===== src/rtl/player_executor.sv =====
// Player executor: decodes 16-bit player instructions and updates position, HP and life state.
// Non-MOV ops fire on a word change; MOV repeats every MOVE_DIV cycles while held in ACTIVE.
module player_executor #(
  parameter logic [9:0] X_MIN    = 10'd8,
  parameter logic [9:0] X_MAX    = 10'd200,
  parameter logic [9:0] Y_MIN    = 10'd8,
  parameter logic [9:0] Y_MAX    = 10'd120,
  parameter logic [9:0] X_START  = 10'd104,
  parameter logic [9:0] Y_START  = 10'd64,
  parameter logic [9:0] STEP     = 10'd2,
  parameter int         MOVE_DIV = 16,
  parameter logic [7:0] MAX_HP   = 8'd100
) (
  input  logic        clk,
  input  logic        rst,
  input  logic [15:0] instr,
  output logic [9:0]  player_x,
  output logic [9:0]  player_y,
  output logic [7:0]  player_hp,
  output logic        is_death,
  output logic        is_move,
  output logic [1:0]  phase
);

  localparam int CNT_W = (MOVE_DIV > 1) ? $clog2(MOVE_DIV) : 1;
  localparam logic [CNT_W-1:0] CNT_LAST = CNT_W'(MOVE_DIV - 1);

  localparam logic [3:0] OP_HPY = 4'd1;
  localparam logic [3:0] OP_DPY = 4'd2;
  localparam logic [3:0] OP_IDG = 4'd3;
  localparam logic [3:0] OP_SDG = 4'd4;
  localparam logic [3:0] OP_MOV = 4'd5;
  localparam logic [3:0] OP_SHP = 4'd6;

  typedef enum logic [1:0] {
    IDLE   = 2'd0,
    ACTIVE = 2'd1,
    DEAD   = 2'd2
  } state_t;

  state_t           state_q, state_d;
  logic [9:0]       x_q, x_d, y_q, y_d;
  logic [7:0]       hp_q, hp_d;
  logic [CNT_W-1:0] move_cnt_q, move_cnt_d;
  logic [15:0]      prev_instr_q;
  logic             is_move_q, is_move_d;

  logic [3:0]  opcode_s;
  logic [3:0]  dir_s;
  logic [7:0]  imm_s;
  logic        is_new_s;
  logic        hp_op_s;
  logic [9:0]  nx_s, ny_s;
  logic [10:0] x_sum_s, y_sum_s;
  logic [8:0]  hp_sum_s;
  logic [7:0]  hpy_val_s, dpy_val_s, shp_val_s;

  assign opcode_s = instr[15:12];
  assign dir_s    = instr[11:8];
  assign imm_s    = instr[7:0];
  assign is_new_s = (instr != prev_instr_q);
  assign hp_op_s  = (opcode_s == OP_HPY) || (opcode_s == OP_DPY) || (opcode_s == OP_SHP);

  // Candidate position for one step in the requested direction, clamped at the box walls
  always_comb begin
    nx_s    = x_q;
    ny_s    = y_q;
    x_sum_s = {1'b0, x_q} + {1'b0, STEP};
    y_sum_s = {1'b0, y_q} + {1'b0, STEP};
    case (dir_s)
      4'd0: ny_s = (y_q < (Y_MIN + STEP)) ? Y_MIN : (y_q - STEP);
      4'd1: nx_s = (x_sum_s > {1'b0, X_MAX}) ? X_MAX : x_sum_s[9:0];
      4'd2: ny_s = (y_sum_s > {1'b0, Y_MAX}) ? Y_MAX : y_sum_s[9:0];
      4'd3: nx_s = (x_q < (X_MIN + STEP)) ? X_MIN : (x_q - STEP);
      default: begin
        nx_s = x_q;
        ny_s = y_q;
      end
    endcase
  end

  // Candidate HP results for heal, damage and set
  always_comb begin
    hp_sum_s  = {1'b0, hp_q} + {1'b0, imm_s};
    hpy_val_s = (hp_sum_s > {1'b0, MAX_HP}) ? MAX_HP : hp_sum_s[7:0];
    dpy_val_s = (imm_s >= hp_q) ? 8'd0 : (hp_q - imm_s);
    shp_val_s = (imm_s > MAX_HP) ? MAX_HP : imm_s;
  end

  // Next-state: opcode execution, move rate limiting and life-state transitions
  always_comb begin
    state_d    = state_q;
    x_d        = x_q;
    y_d        = y_q;
    hp_d       = hp_q;
    move_cnt_d = '0;
    is_move_d  = 1'b0;

    if (is_new_s && (opcode_s == OP_IDG)) begin
      x_d     = X_START;
      y_d     = Y_START;
      hp_d    = MAX_HP;
      state_d = ACTIVE;
    end else if (state_q == DEAD) begin
      state_d = DEAD;
    end else if (is_new_s && hp_op_s) begin
      case (opcode_s)
        OP_HPY:  hp_d = hpy_val_s;
        OP_DPY:  hp_d = dpy_val_s;
        OP_SHP:  hp_d = shp_val_s;
        default: hp_d = hp_q;
      endcase
      state_d = (hp_d == 8'd0) ? DEAD : state_q;
    end else if (is_new_s && (opcode_s == OP_SDG)) begin
      state_d = IDLE;
    end else if ((state_q == ACTIVE) && (opcode_s == OP_MOV)) begin
      move_cnt_d = (move_cnt_q == CNT_LAST) ? '0 : (move_cnt_q + 1'b1);
      if (move_cnt_q == '0) begin
        x_d       = nx_s;
        y_d       = ny_s;
        is_move_d = (nx_s != x_q) || (ny_s != y_q);
      end else begin
        is_move_d = 1'b0;
      end
    end else begin
      move_cnt_d = '0;
    end
  end

  // State registers with synchronous reset
  always_ff @(posedge clk) begin
    if (rst) begin
      state_q      <= IDLE;
      x_q          <= X_START;
      y_q          <= Y_START;
      hp_q         <= MAX_HP;
      move_cnt_q   <= '0;
      prev_instr_q <= 16'h0000;
      is_move_q    <= 1'b0;
    end else begin
      state_q      <= state_d;
      x_q          <= x_d;
      y_q          <= y_d;
      hp_q         <= hp_d;
      move_cnt_q   <= move_cnt_d;
      prev_instr_q <= instr;
      is_move_q    <= is_move_d;
    end
  end

  assign player_x  = x_q;
  assign player_y  = y_q;
  assign player_hp = hp_q;
  assign is_death  = (state_q == DEAD);
  assign is_move   = is_move_q;
  assign phase     = state_q;

endmodule


===== config.mk =====
export PLATFORM = sky130hd
export DESIGN_NAME = player_executor
export DESIGN_NICKNAME = d
export VERILOG_FILES = /design/src/rtl/player_executor.sv
export SDC_FILE = /design/constraint.sdc
export NUM_CORES = 1
export LEC_CHECK = 0
export CAP_MARGIN = 20
export CORE_MARGIN = 2
export CORE_UTILIZATION = 55
export CTS_CLUSTER_SIZE = 12
export DETAILED_ROUTE_END_ITERATION = 8
export PLACE_DENSITY_LB_ADDON = 0.12
export SYNTH_ARGS = -nofsm -noshare
export SYNTH_HDL_FRONTEND = slang
export SYNTH_SLANG_ARGS = --single-unit

===== constraint.sdc =====
create_clock -name clk -period 3.62 [get_ports clk]
set_input_delay 0.724 -clock clk [delete_from_list [all_inputs] [get_ports clk]]
set_output_delay 0.724 -clock clk [all_outputs]
set_load 0.005 [all_outputs]

# Word level (Yosys, flattened, before mapping)
# Cells that the tools add are included.
# word_totals
register_bits	51
input_bits	18
# op_classes
n_bitwise	5
n_addsub	7
order_cmp	7
eq_ne	17
muxes	18
reduce_logical	19
# op_table
op	count
8-bit 2-to-1 mux	6
10-bit 2-to-1 mux	4
10-bit case mux with 2 select lines	2
8-bit case mux with 3 select lines	1
10-bit by 2-bit adder with 11-bit output, second input constant	2
10-bit by 4-bit < comparator with 1-bit output, second input constant	2
10-bit inequality test	2
10-bit by 2-bit subtractor with 10-bit output, second input constant	2
4-bit by 2-bit == test with 1-bit output, second input constant	4
16-bit inequality test	1
7-bit OR reduction	2
4-bit by 3-bit == test with 1-bit output, second input constant	3
11-bit by 7-bit > comparator with 1-bit output, second input constant	1
11-bit by 8-bit > comparator with 1-bit output, second input constant	1
8-bit by 8-bit adder with 9-bit output	1
9-bit by 7-bit > comparator with 1-bit output, second input constant	1
4-bit by 1-bit == test with 1-bit output, second input constant	2
8-bit >= comparator	1
8-bit by 7-bit > comparator with 1-bit output, second input constant	1
4-bit zero test	2
8-bit zero test	1
2-bit 2-to-1 mux	4
8-bit subtractor	1
2-bit AND reduction	3
14 further kinds	23

# Logic depth before layout (Yosys ltp)
# Gate-level depths: netlist (run 1).
# depth
word_depth	12
depth_mapped	13
ltp_nobuf	13

# Least setup slack after synthesis (run 1)
# Ideal clock, no wire load.
# synth_path
path_type	input-to-reg
from	in instr[0]
to	reg state_q[0], in the netlist phase[0]
n_path_buf	0
required_time_ns	3.505
cell_stages	10
slack_ns	0.640
t_arrival_ns	2.866
path_cell_list	ha_1 > inv_1 > fa_1 > a211oi_2 > o21ai_0 > and3_1 > a221o_1 > a2111oi_4 > nand4_1 > o21a_1
# synth_via
elab_chain_len	10
# synth_lines
element	line_no	rtl
from (decl)	16	input logic [15:0] instr,
8-bit by 8-bit adder with 9-bit output	84	hp_sum_s = {1'b0, hp_q} + {1'b0, imm_s};
9-bit by 7-bit > comparator with 1-bit output	85	hpy_val_s = (hp_sum_s > {1'b0, MAX_HP}) ? MAX_HP : hp_sum_s[7:0];
8-bit 2-to-1 mux	85	
8-bit case mux with 3 select lines	107	case (opcode_s)
8-bit 2-to-1 mux	106	end else if (is_new_s && hp_op_s) begin
8-bit 2-to-1 mux	104	end else if (state_q == DEAD) begin
8-bit 2-to-1 mux	99	if (is_new_s && (opcode_s == OP_IDG)) begin
8-bit zero test	113	state_d = (hp_d == 8'd0) ? DEAD : state_q;
4-bit by 3-bit inequality test with 1-bit output (no line)	-	
2-bit AND reduction (no line)	-	
to (signal assigned)	141	state_q <= state_d;
to (decl)	41	state_t state_q, state_d;
# Several ways; a longest one is shown, not always the timed one. The select of a mux whose other input is x is not followed.
# A chain may end at the register's enable or synchronous reset.

# Worst setup path after layout (run 1)
# Ends and elaborated chain as after synthesis.

==> results_dict.tcl, run 1 <==
set metrics [dict create \
    final.setup.tns_ns 0 \
    p_leak_nw 2.025 \
    gp_congestion 0.9665 \
    numCtsBuffers 5 \
    max_stage_delay_ns 0.52 \
    synth_cell_types 80 \
    pin_count 50 \
    placed_cell_area_sq_mm 0.005192 \
    drt-initial-drc-count 192 \
    track_usage_pct 30.24 \
    root_buffer "clkbuf_8" \
    period_minus_slack_ns 3.396 \
    grt_setup_unrepaired "no" \
    final.setup.worst_slack_ns 0.2238 \
    rows 32 \
    ys_top_cells_by_area "dfxtp_1 24%, ha_1 6.8%, nor2_1 5.3%" \
    use_met2_pct 53.06 \
    hold_viol_final 0 \
    dr.pass1.iters 5 \
    power_mw 1.325 \
    whs_ns 0.4749 \
    die_w_um 92.03 \
    drc_errors 0 \
    coreArea_sq_mm 0.007607 \
    ys_seq_area_share_pct 23.96 \
    synth_common_cells "60 x nor2_1, 51 x dfxtp_1, 45 x nand2_1, 38 x a21oi_1, 36 x o21ai_0" \
    grt.met3_usage_pct 3.862 \
    clkTransAtPathRegs_ns 0.10 \
    die_area_sq_mm 0.008469 \
    status "completed" \
    cp_num_buf_inv 4 \
    wl_mm 12.40 \
    critPathSlowestCell "clkdlybuf4s50_1" \
    synth-seq-cells 51 \
    synth_edf_count 0 \
    dpl_worst_slack_ns -0.1654 \
    final-setup-viol-count 0 \
    p_per_area_mw_per_mm2 249.8 \
    yosysTopAreaCell "dfxtp_1" \
    cts_tree "yes" \
    hold_class "reg2reg" \
    synth_top_area_share_pct 23.96 \
    yosys_most_used_dff "dfxtp_1" \
    syn_area_sq_mm 0.004262 \
    avgSynthCellArea_sq_um 7.583 \
    clkLatencyLatePin_ns 0.30 \
    worst_pin_slew_ns 0.6273 \
    grt_pass1_wl_mm 20.74 \
    vias_per_cell 5.972 \
    startpoint_type "input pin" \
    clk_path_buf_depth 2 \
    die_y_um 92.03 \
    start_util_pct 56.02 \
    synth_nets 605 \
    grt_use_met1_pct 37.70 \
    peakVddDrop_mv 0.1686 \
    fin_crit_sh_pct 93.82 \
    cts_hold_buf 0 \
    grt_pass1_vias 4355 \
    cp-end-kind "flip-flop" \
    clock_skew_ns 0.005743 \
    final_layout_size_suffix_gt1_share_pct 13.71 \
    num_vias 4485 \
    antenna_found_initial 0 \
    synthCells 562 \
    cts_setup_buffers 0 \
    fillCellCount 693 \
    crit_type "in2reg" \
    slew_viol_final 0 \
    async_flop_share_pct 0 \
    synth.most_common_cell "nor2_1" \
    syn_to_final_growth_pct 24.49 \
    cp_top_family "compound AO/OA/AOI/OAI gates" \
    gr-total-overflow 0 \
    grt_max_degree 17 \
    wl_per_cell_um 16.51 \
    yosys_warnings 0 \
    cp.required_ns 3.83 \
    crit_chain "clkdlybuf4s50_1 > ha_2 > inv_1 > fa_1 > o21bai_1 > and2_4 > o21ai_0 > buf_4 > a32oi_4 > a21oi_4 > buf_4 > a211oi_1 > nand4_1 > o21a_1" \
    crit_fanout 6 \
    nNetsFinal 692 \
    ant_nets 0 \
    clock-sinks 51 \
    h-tree-depth 2 \
    antenna_cells 0 \
    grt.busiest_layer "met2" \
    dp_hpwl_mm 9.727 \
    slew_headroom_pct 57.98 \
    final_area_sq_mm 0.005305 \
    postCtsResizedCells 0 \
    portBuffers 49 \
    worstPathArrival_ns 3.60 \
    max-cap-violations 0 \
    clock.fmax_mhz 294.5 \
    crit_top_cell "buf_4" \
]
where the power goes:
group,switching [mW],internal [mW]
Clock,0.197,0.202
Sequential,0.0110,0.574
Combinational,0.178,0.162
routing by layer:
layer,part of all wire (%),vias up
met2,49,165
met4,2.9,0
met1,43,2073
li1,-,2218
met3,4.9,29
met5,0,-
cell families (layout without fill, tap and decap cells):
family          Yosys count  after routing  synth area share (%)
fa+ha+maj                25             25                 7.692
compound gates          162            162                 26.57
simple gates            233            233                 28.60
buf+inv                  56            143                 5.813
xor+xnor                 31             31                 6.371
flops                    51             51                 23.96
mux                       4              4                0.9982
flip-flops by register name, summed over array words and instances, names as in the netlist:
register / cells
is_move: 1
player_y: 10
phase: 2
player_x: 10
move_cnt_q: 4
prev_instr_q: 16
player_hp: 8
cell usage in the layout, fill, tap and decap left out, drive strengths merged, types with 3 or more instances in the layout:
cell and instances:
nor2 60, buf 59, dfxtp 51, clkdlybuf4s50 49, nand2 45, a21oi 39, o21ai 39, inv 28
xnor2 25, nor3 25, ha 23, nor2b 18, nand3 17, a211oi 10, nand4 9, nor4 9
nand2b 8, o211ai 7, or3 7, o22ai 6, and3 6, xor2 6, a22oi 6, nor3b 6
and2 6, a2111oi 6, clkbuf 5, or4 4, a21o 4, o21bai 4, o21a 4, a32oi 4
or2 4, a21boi 3, a211o 3, a31oi 3, o31ai 3
worst paths after layout:
check,startpoint,endpoint,slack [ns],cells past startpoint
setup / recovery,instr[0],phase[0],0.22,14
hold reg to reg,move_cnt_q[0],move_cnt_q[0],0.47,1
hold / removal,move_cnt_q[0],move_cnt_q[0],0.47,1
setup reg to reg,player_x[1],is_move,0.65,10
through the flow:
| stage | utilization (%) | instances |
|---|---|---|
| after global routing | 69.74 | 751 |
| after global placement | 68.26 | 744 |
| final | 69.74 | 751 |
| after floorplan | - | 562 |
| after CTS | 69.65 | 751 |
| after detailed placement | 68.26 | 744 |
layout make-up:
type                    count  area (sq um)  share of cell area (%)
clock buffers               5         68.82                   1.297
well taps                 102         127.6                   2.406
clock inverters             2         37.54                  0.7075
repair buffers            108         945.9                   17.83
multi-input cells         455          2999                   56.53
flip-flops and latches     51          1021                   19.25
inverters                  28         105.1                   1.981
Power figures use the tool's default switching activity.
==> inputs of run 2 (changes only) <==
--- a/config.mk
+++ b/config.mk
@@ -7,9 +7,10 @@
 export LEC_CHECK = 0
 export CAP_MARGIN = 20
 export CORE_MARGIN = 2
-export CORE_UTILIZATION = 55
+export CORE_UTILIZATION = 40
 export CTS_CLUSTER_SIZE = 12
 export DETAILED_ROUTE_END_ITERATION = 8
+export DONT_BUFFER_PORTS = 1
 export PLACE_DENSITY_LB_ADDON = 0.12
 export SYNTH_ARGS = -nofsm -noshare
 export SYNTH_HDL_FRONTEND = slang
==> run 2 against run 1 <==
Compared with the run above: wire length rose by 2.7%; power fell by 4.0%; first-iteration DRC count up 42%; cell count is 7.9% lower; worst hold slack got worse by 0.018 ns; die area up 36%; highest routed layer unchanged.
==> results_dict.tcl, run 2 (synthesis gave the netlist of run 1 again) <==
set metrics [dict create \
    startpoint "player_hp[0]" \
    dp_hpwl_mm 9.737 \
    vias_per_cell 6.004 \
    crit_chain "inv_1 > ha_1 > inv_1 > fa_1 > a211oi_2 > o21ai_0 > and3_1 > a221o_1 > a2111oi_4 > nand4_1 > o21a_1" \
    cp.required_ns 3.85 \
    reg2regPathDepth 11 \
    cp_num_buf_inv 2 \
    r2r_slack_ns 0.63 \
    pin_count 50 \
    worstReg2RegStart "player_hp[0]" \
    portBuffers 0 \
    cts_setup_buffers 0 \
    p_per_area_mw_per_mm2 281.8 \
    stdcell_count 692 \
    postCtsResizedCells 0 \
    final_layout_size_suffix_gt1_share_pct 7.734 \
    critPathSlowestCell "fa_1" \
    path_depth 11 \
    crit_top_cell "inv_1" \
    clock_skew_ns 0.007691 \
    dp.cells 684 \
    power.internal_uw 902.2 \
    power_frac_comb_pct 19.5 \
    crit_fanout 5 \
    rows 37 \
    wl_per_cell_um 18.40 \
    grt_setup_unrepaired "no" \
    max_stage_delay_ns 0.43 \
    fillCellCount 1064 \
    h-tree-depth 2 \
    cp_top_family "compound AO/OA/AOI/OAI gates" \
    pwr-share-seq_pct 46.0 \
    startpoint_type "flip-flop" \
    timing.rr.end "phase[0]" \
    switchingPower_uw 370.2 \
    die_area_sq_mm 0.01150 \
    coreArea_sq_mm 0.01032 \
    root_buffer "clkbuf_8" \
    nNetsFinal 598 \
    status "completed" \
    peakVddDrop_mv 0.1735 \
    hold_viol_final 0 \
    clkPwrFrac_pct 34.6 \
    track_usage_pct 22.66 \
    slew_viol_final 0 \
    p_leak_nw 1.633 \
    die_w_um 107.2 \
    grt_max_degree 24 \
    max-cap-violations 0 \
    wl_mm 12.73 \
    gr-total-overflow 0 \
    ant_nets 0 \
    clk_path_buf_depth 2 \
    die_y_um 107.2 \
    clock-sinks 51 \
    grt_pass1_vias 3991 \
    dr.pass1.iters 5 \
    fin_crit_sh_pct 82.51 \
    cts_hold_buf 0 \
    worst_pin_slew_ns 0.6648 \
    endpoint "phase[0]" \
    switching_share_pct 29.09 \
    layout_commonest_cell "nor2_1" \
    clkTransAtPathRegs_ns 0.10 \
    slew_headroom_pct 55.47 \
    antenna_found_initial 0 \
    clock.fmax_mhz 334.8 \
    drt-initial-drc-count 272 \
    final_cell_mix "60 x nor2_1, 51 x dfxtp_1, 45 x nand2_1" \
    grt_pass1_wl_mm 20.73 \
    clkLatencyLatePin_ns 0.32 \
    top_register "prev_instr_q" \
    cts_tree "yes" \
    gp_congestion 0.9052 \
    final.setup.tns_ns 0 \
    hold_class "in2reg" \
    cp-end-kind "flip-flop" \
    worstPathArrival_ns 3.21 \
    power_mw 1.272 \
    numCtsBuffers 5 \
    final-setup-viol-count 0 \
    start_util_pct 41.28 \
    largest_register_ff_count 16 \
    antenna_cells 0 \
    drc_errors 0 \
    syn_to_final_growth_pct 5.960 \
    num_vias 4155 \
    crit_type "reg2reg" \
    period_minus_slack_ns 2.987 \
]
-- run 2: layout make-up --
type / count / area, sq um / share of cell area, %
clock buffers: 6 / 82.58 / 1.829
clock inverters: 2 / 38.79 / 0.8590
inverters: 28 / 105.1 / 2.328
multi-input cells: 455 / 2993 / 66.28
flip-flops and latches: 51 / 1021 / 22.61
well taps: 136 / 170.2 / 3.768
repair buffers: 14 / 105.1 / 2.328
-- run 2: layer usage --
layer	vias up	share of wire, %	global-route usage (%)
met5	-	0	0
met4	0	2.2	7.328
li1	2022	-	-
met1	1951	43	28.23
met2	162	49	39.06
met3	20	6.2	4.438
-- run 2: worst min path at each step --
stage             startpoint                to  slack [ns]  cells past startpoint
2_1_floorplan  move_cnt_q[0]     move_cnt_q[0]        0.43                      1
3_3_place_gp   move_cnt_q[0]     move_cnt_q[0]        0.44                      1
3_5_place_dp   move_cnt_q[0]     move_cnt_q[0]        0.49                      1
4_1_cts                  rst   prev_instr_q[5]        0.45                      1
5_1_grt                  rst  prev_instr_q[14]        0.44                      1
6_report                 rst   prev_instr_q[9]        0.46                      1
-- run 2: stage by stage --
step	cell area, sq um	hold slack, ns	util, %	worst slack [ns]
floorplan	4262	0.4300	-	0.6398
global placement	4394	0.4438	42.56	0.3941
detailed placement	4394	0.4888	42.56	0.3590
CTS	4516	0.4495	43.74	0.6235
global route	4516	0.4437	43.74	0.4102
finish	4516	0.4572	43.74	0.6331
-- run 2: power by group through the flow --
stage | Sequential, mW | Combinational, mW | Clock [mW]
after floorplan | 0.595 | 0.193 | 0
after global placement | 0.598 | 0.247 | 0
after detailed placement | 0.598 | 0.246 | 0
after CTS | 0.586 | 0.247 | 0.452
after global routing | 0.587 | 0.272 | 0.477
final | 0.585 | 0.248 | 0.440
==> inputs of run 3 (changes only) <==
==> constraint.sdc (replaced) <==
create_clock -name clk -period 2.7 [get_ports clk]
set_input_delay 0.54 -clock clk [delete_from_list [all_inputs] [get_ports clk]]
set_output_delay 0.54 -clock clk [all_outputs]
set_load 0.005 [all_outputs]
==> run 3 against run 2 <==
Compared with the run above: the run now ends with negative setup slack left; largest power group unchanged; via count rose by 7.1%; sequential share of layout area fell by 3.2 points; critical path type unchanged; setup slack got worse by 0.72 ns; clock power rose by 29%; clock skew rose by 0.0071 ns; critical endpoint unchanged; cell area rose by 18%; non-clock buffer count rose by 82; power rose by 41%; largest cell class unchanged; core utilization rose by 8.0 points; critical path depth rose by 1; combinational power rose by 80%.
==> results_dict.tcl, run 3 (synthesis gave the netlist of run 1 again) <==
set metrics [dict create \
    h-tree-depth 2 \
    track_usage_pct 23.62 \
    die_w_um 107.2 \
    start_util_pct 41.28 \
    final_layout_size_suffix_gt1_share_pct 26.02 \
    crit_type "reg2reg" \
    p_per_area_mw_per_mm2 336.2 \
    whs_ns 0.2886 \
    vias_per_cell 5.751 \
    final_cell_mix "96 x buf_4, 58 x nor2_1, 45 x nand2_1" \
    wl_per_cell_um 17.31 \
    cts_tree "yes" \
    syn_to_final_growth_pct 25.34 \
    cp-end-kind "flip-flop" \
    num_vias 4451 \
    drc_errors 0 \
    peakVddDrop_mv 0.2500 \
    max-cap-violations 0 \
    grt_max_degree 24 \
    antenna_found_initial 0 \
    wl_met2_mm 6.474 \
    dr.pass1.iters 5 \
    gr-total-overflow 0 \
    p_leak_nw 2.066 \
    slew_viol_final 0 \
    grt_setup_unrepaired "yes" \
    final_area_sq_mm 0.005341 \
    clock_skew_ns 0.01483 \
    status "finished with violations" \
    layout_commonest_cell "buf_4" \
    wl_met3_um 767 \
    antenna_cells 0 \
    root_buffer "clkbuf_8" \
    nNetsFinal 680 \
    pin_count 50 \
    wl_mm 13.40 \
    startpoint_type "flip-flop" \
    highest_layer "met4" \
    grt_pass1_vias 4382 \
    numCtsBuffers 5 \
    ant_nets 0 \
    die_area_sq_mm 0.01150 \
    clkTransAtPathRegs_ns 0.10 \
    worstPathArrival_ns 2.99 \
    drt-initial-drc-count 302 \
    clk_path_buf_depth 2 \
    dp_hpwl_mm 10.59 \
    fin_crit_sh_pct 103.3 \
    largest_register_ff_count 16 \
    hold_class "in2reg" \
    period_minus_slack_ns 2.790 \
    power_mw 1.796 \
    crit_fanout 3 \
    die_y_um 107.2 \
    rows 37 \
    top_register "prev_instr_q" \
    final.setup.worst_slack_ns -0.09006 \
    worst_pin_slew_ns 0.5719 \
    wl_met1_mm 5.818 \
    placed_cell_area_sq_mm 0.004995 \
    coreArea_sq_mm 0.01032 \
    gp_congestion 0.9344 \
    portBuffers 0 \
    fin_util_pct 51.74 \
    violations "negative setup slack" \
    clkLatencyLatePin_ns 0.31 \
    clock.fmax_mhz 358.4 \
    slew_headroom_pct 61.52 \
    hold_viol_final 0 \
    final-setup-viol-count 2 \
    cp.required_ns 2.90 \
    clock-sinks 51 \
    grt_pass1_wl_mm 21.91 \
]
[run 3: changes by cell type in the layout (fill, tap and decap cells not counted), moves of 4 or more]
| cell | delta |
|---|---|
| ha_4 | +5 |
| o21ai_0 | -4 |
| dfxtp_1 | -9 |
| buf_4 | +82 |
| ha_1 | -6 |
| dfxtp_2 | +7 |
[run 3: power by group]
group,internal [mW],switching [mW],total (mW)
clock,0.305,0.263,0.568
sequential,0.768,0.0133,0.782
combinational,0.213,0.233,0.446
[run 3: worst max-delay path, stage by stage (launching register included)]
cell       delay [ns]
dfxtp_4          0.37
inv_4            0.06
ha_4             0.12
inv_2            0.03
fa_2             0.36
a211oi_4         0.28
buf_4            0.16
o21ai_2          0.05
and3_4           0.19
a221o_1          0.34
a2111oi_4        0.34
nand4_1          0.18
o21a_1           0.22
[run 3: per-stage QoR]
stage,worst slack [ns],instances,TNS (ns)
after floorplan,-0.001587,562,-0.001587
after global placement,-0.2615,759,-0.7671
after detailed placement,-0.3174,759,-1.146
after CTS,-0.02141,768,-0.02141
after global routing,-0.2786,774,-0.5260
final,-0.09006,774,-0.1026
[run 3: cell type report]
type	count	area, sq um
Inverter	28	107.6
Timing Repair Buffer	96	720.7
Sequential cell	51	1037
Multi-Input combinational cell	455	3184
Clock buffer	6	82.58
Tap cell	136	170.2
Fill cell	1036	4982
Clock inverter	2	38.79
[run 3: worst paths after layout]
check                                   from              end  slack (ns)  depth (start not counted)
worst min register to register   player_y[9]      player_y[9]        0.50                          2
worst max register to register  player_hp[0]         phase[0]       -0.09                         12
worst min-delay path                     rst  prev_instr_q[4]        0.29                          1
worst max-delay path            player_hp[0]         phase[0]       -0.09                         12
[run 3: repair_timing]
| item | in CTS | in global routing |
|---|---|---|
| endpoints found under the setup margin | 5 | 7 |
| buffers inserted | 1 | 6 |
| resized for setup | 8 | 43 |
| pin swaps | 11 | 25 |
| hold buffers | 0 | 0 |
[run 3: metal layers]
metal  track usage [%]  vias to the layer above
met4             8.071                        0
met3             4.012                       25
li1                  -                     2194
met1             30.36                     2098
met2             39.83                      134
met5                 0                        -
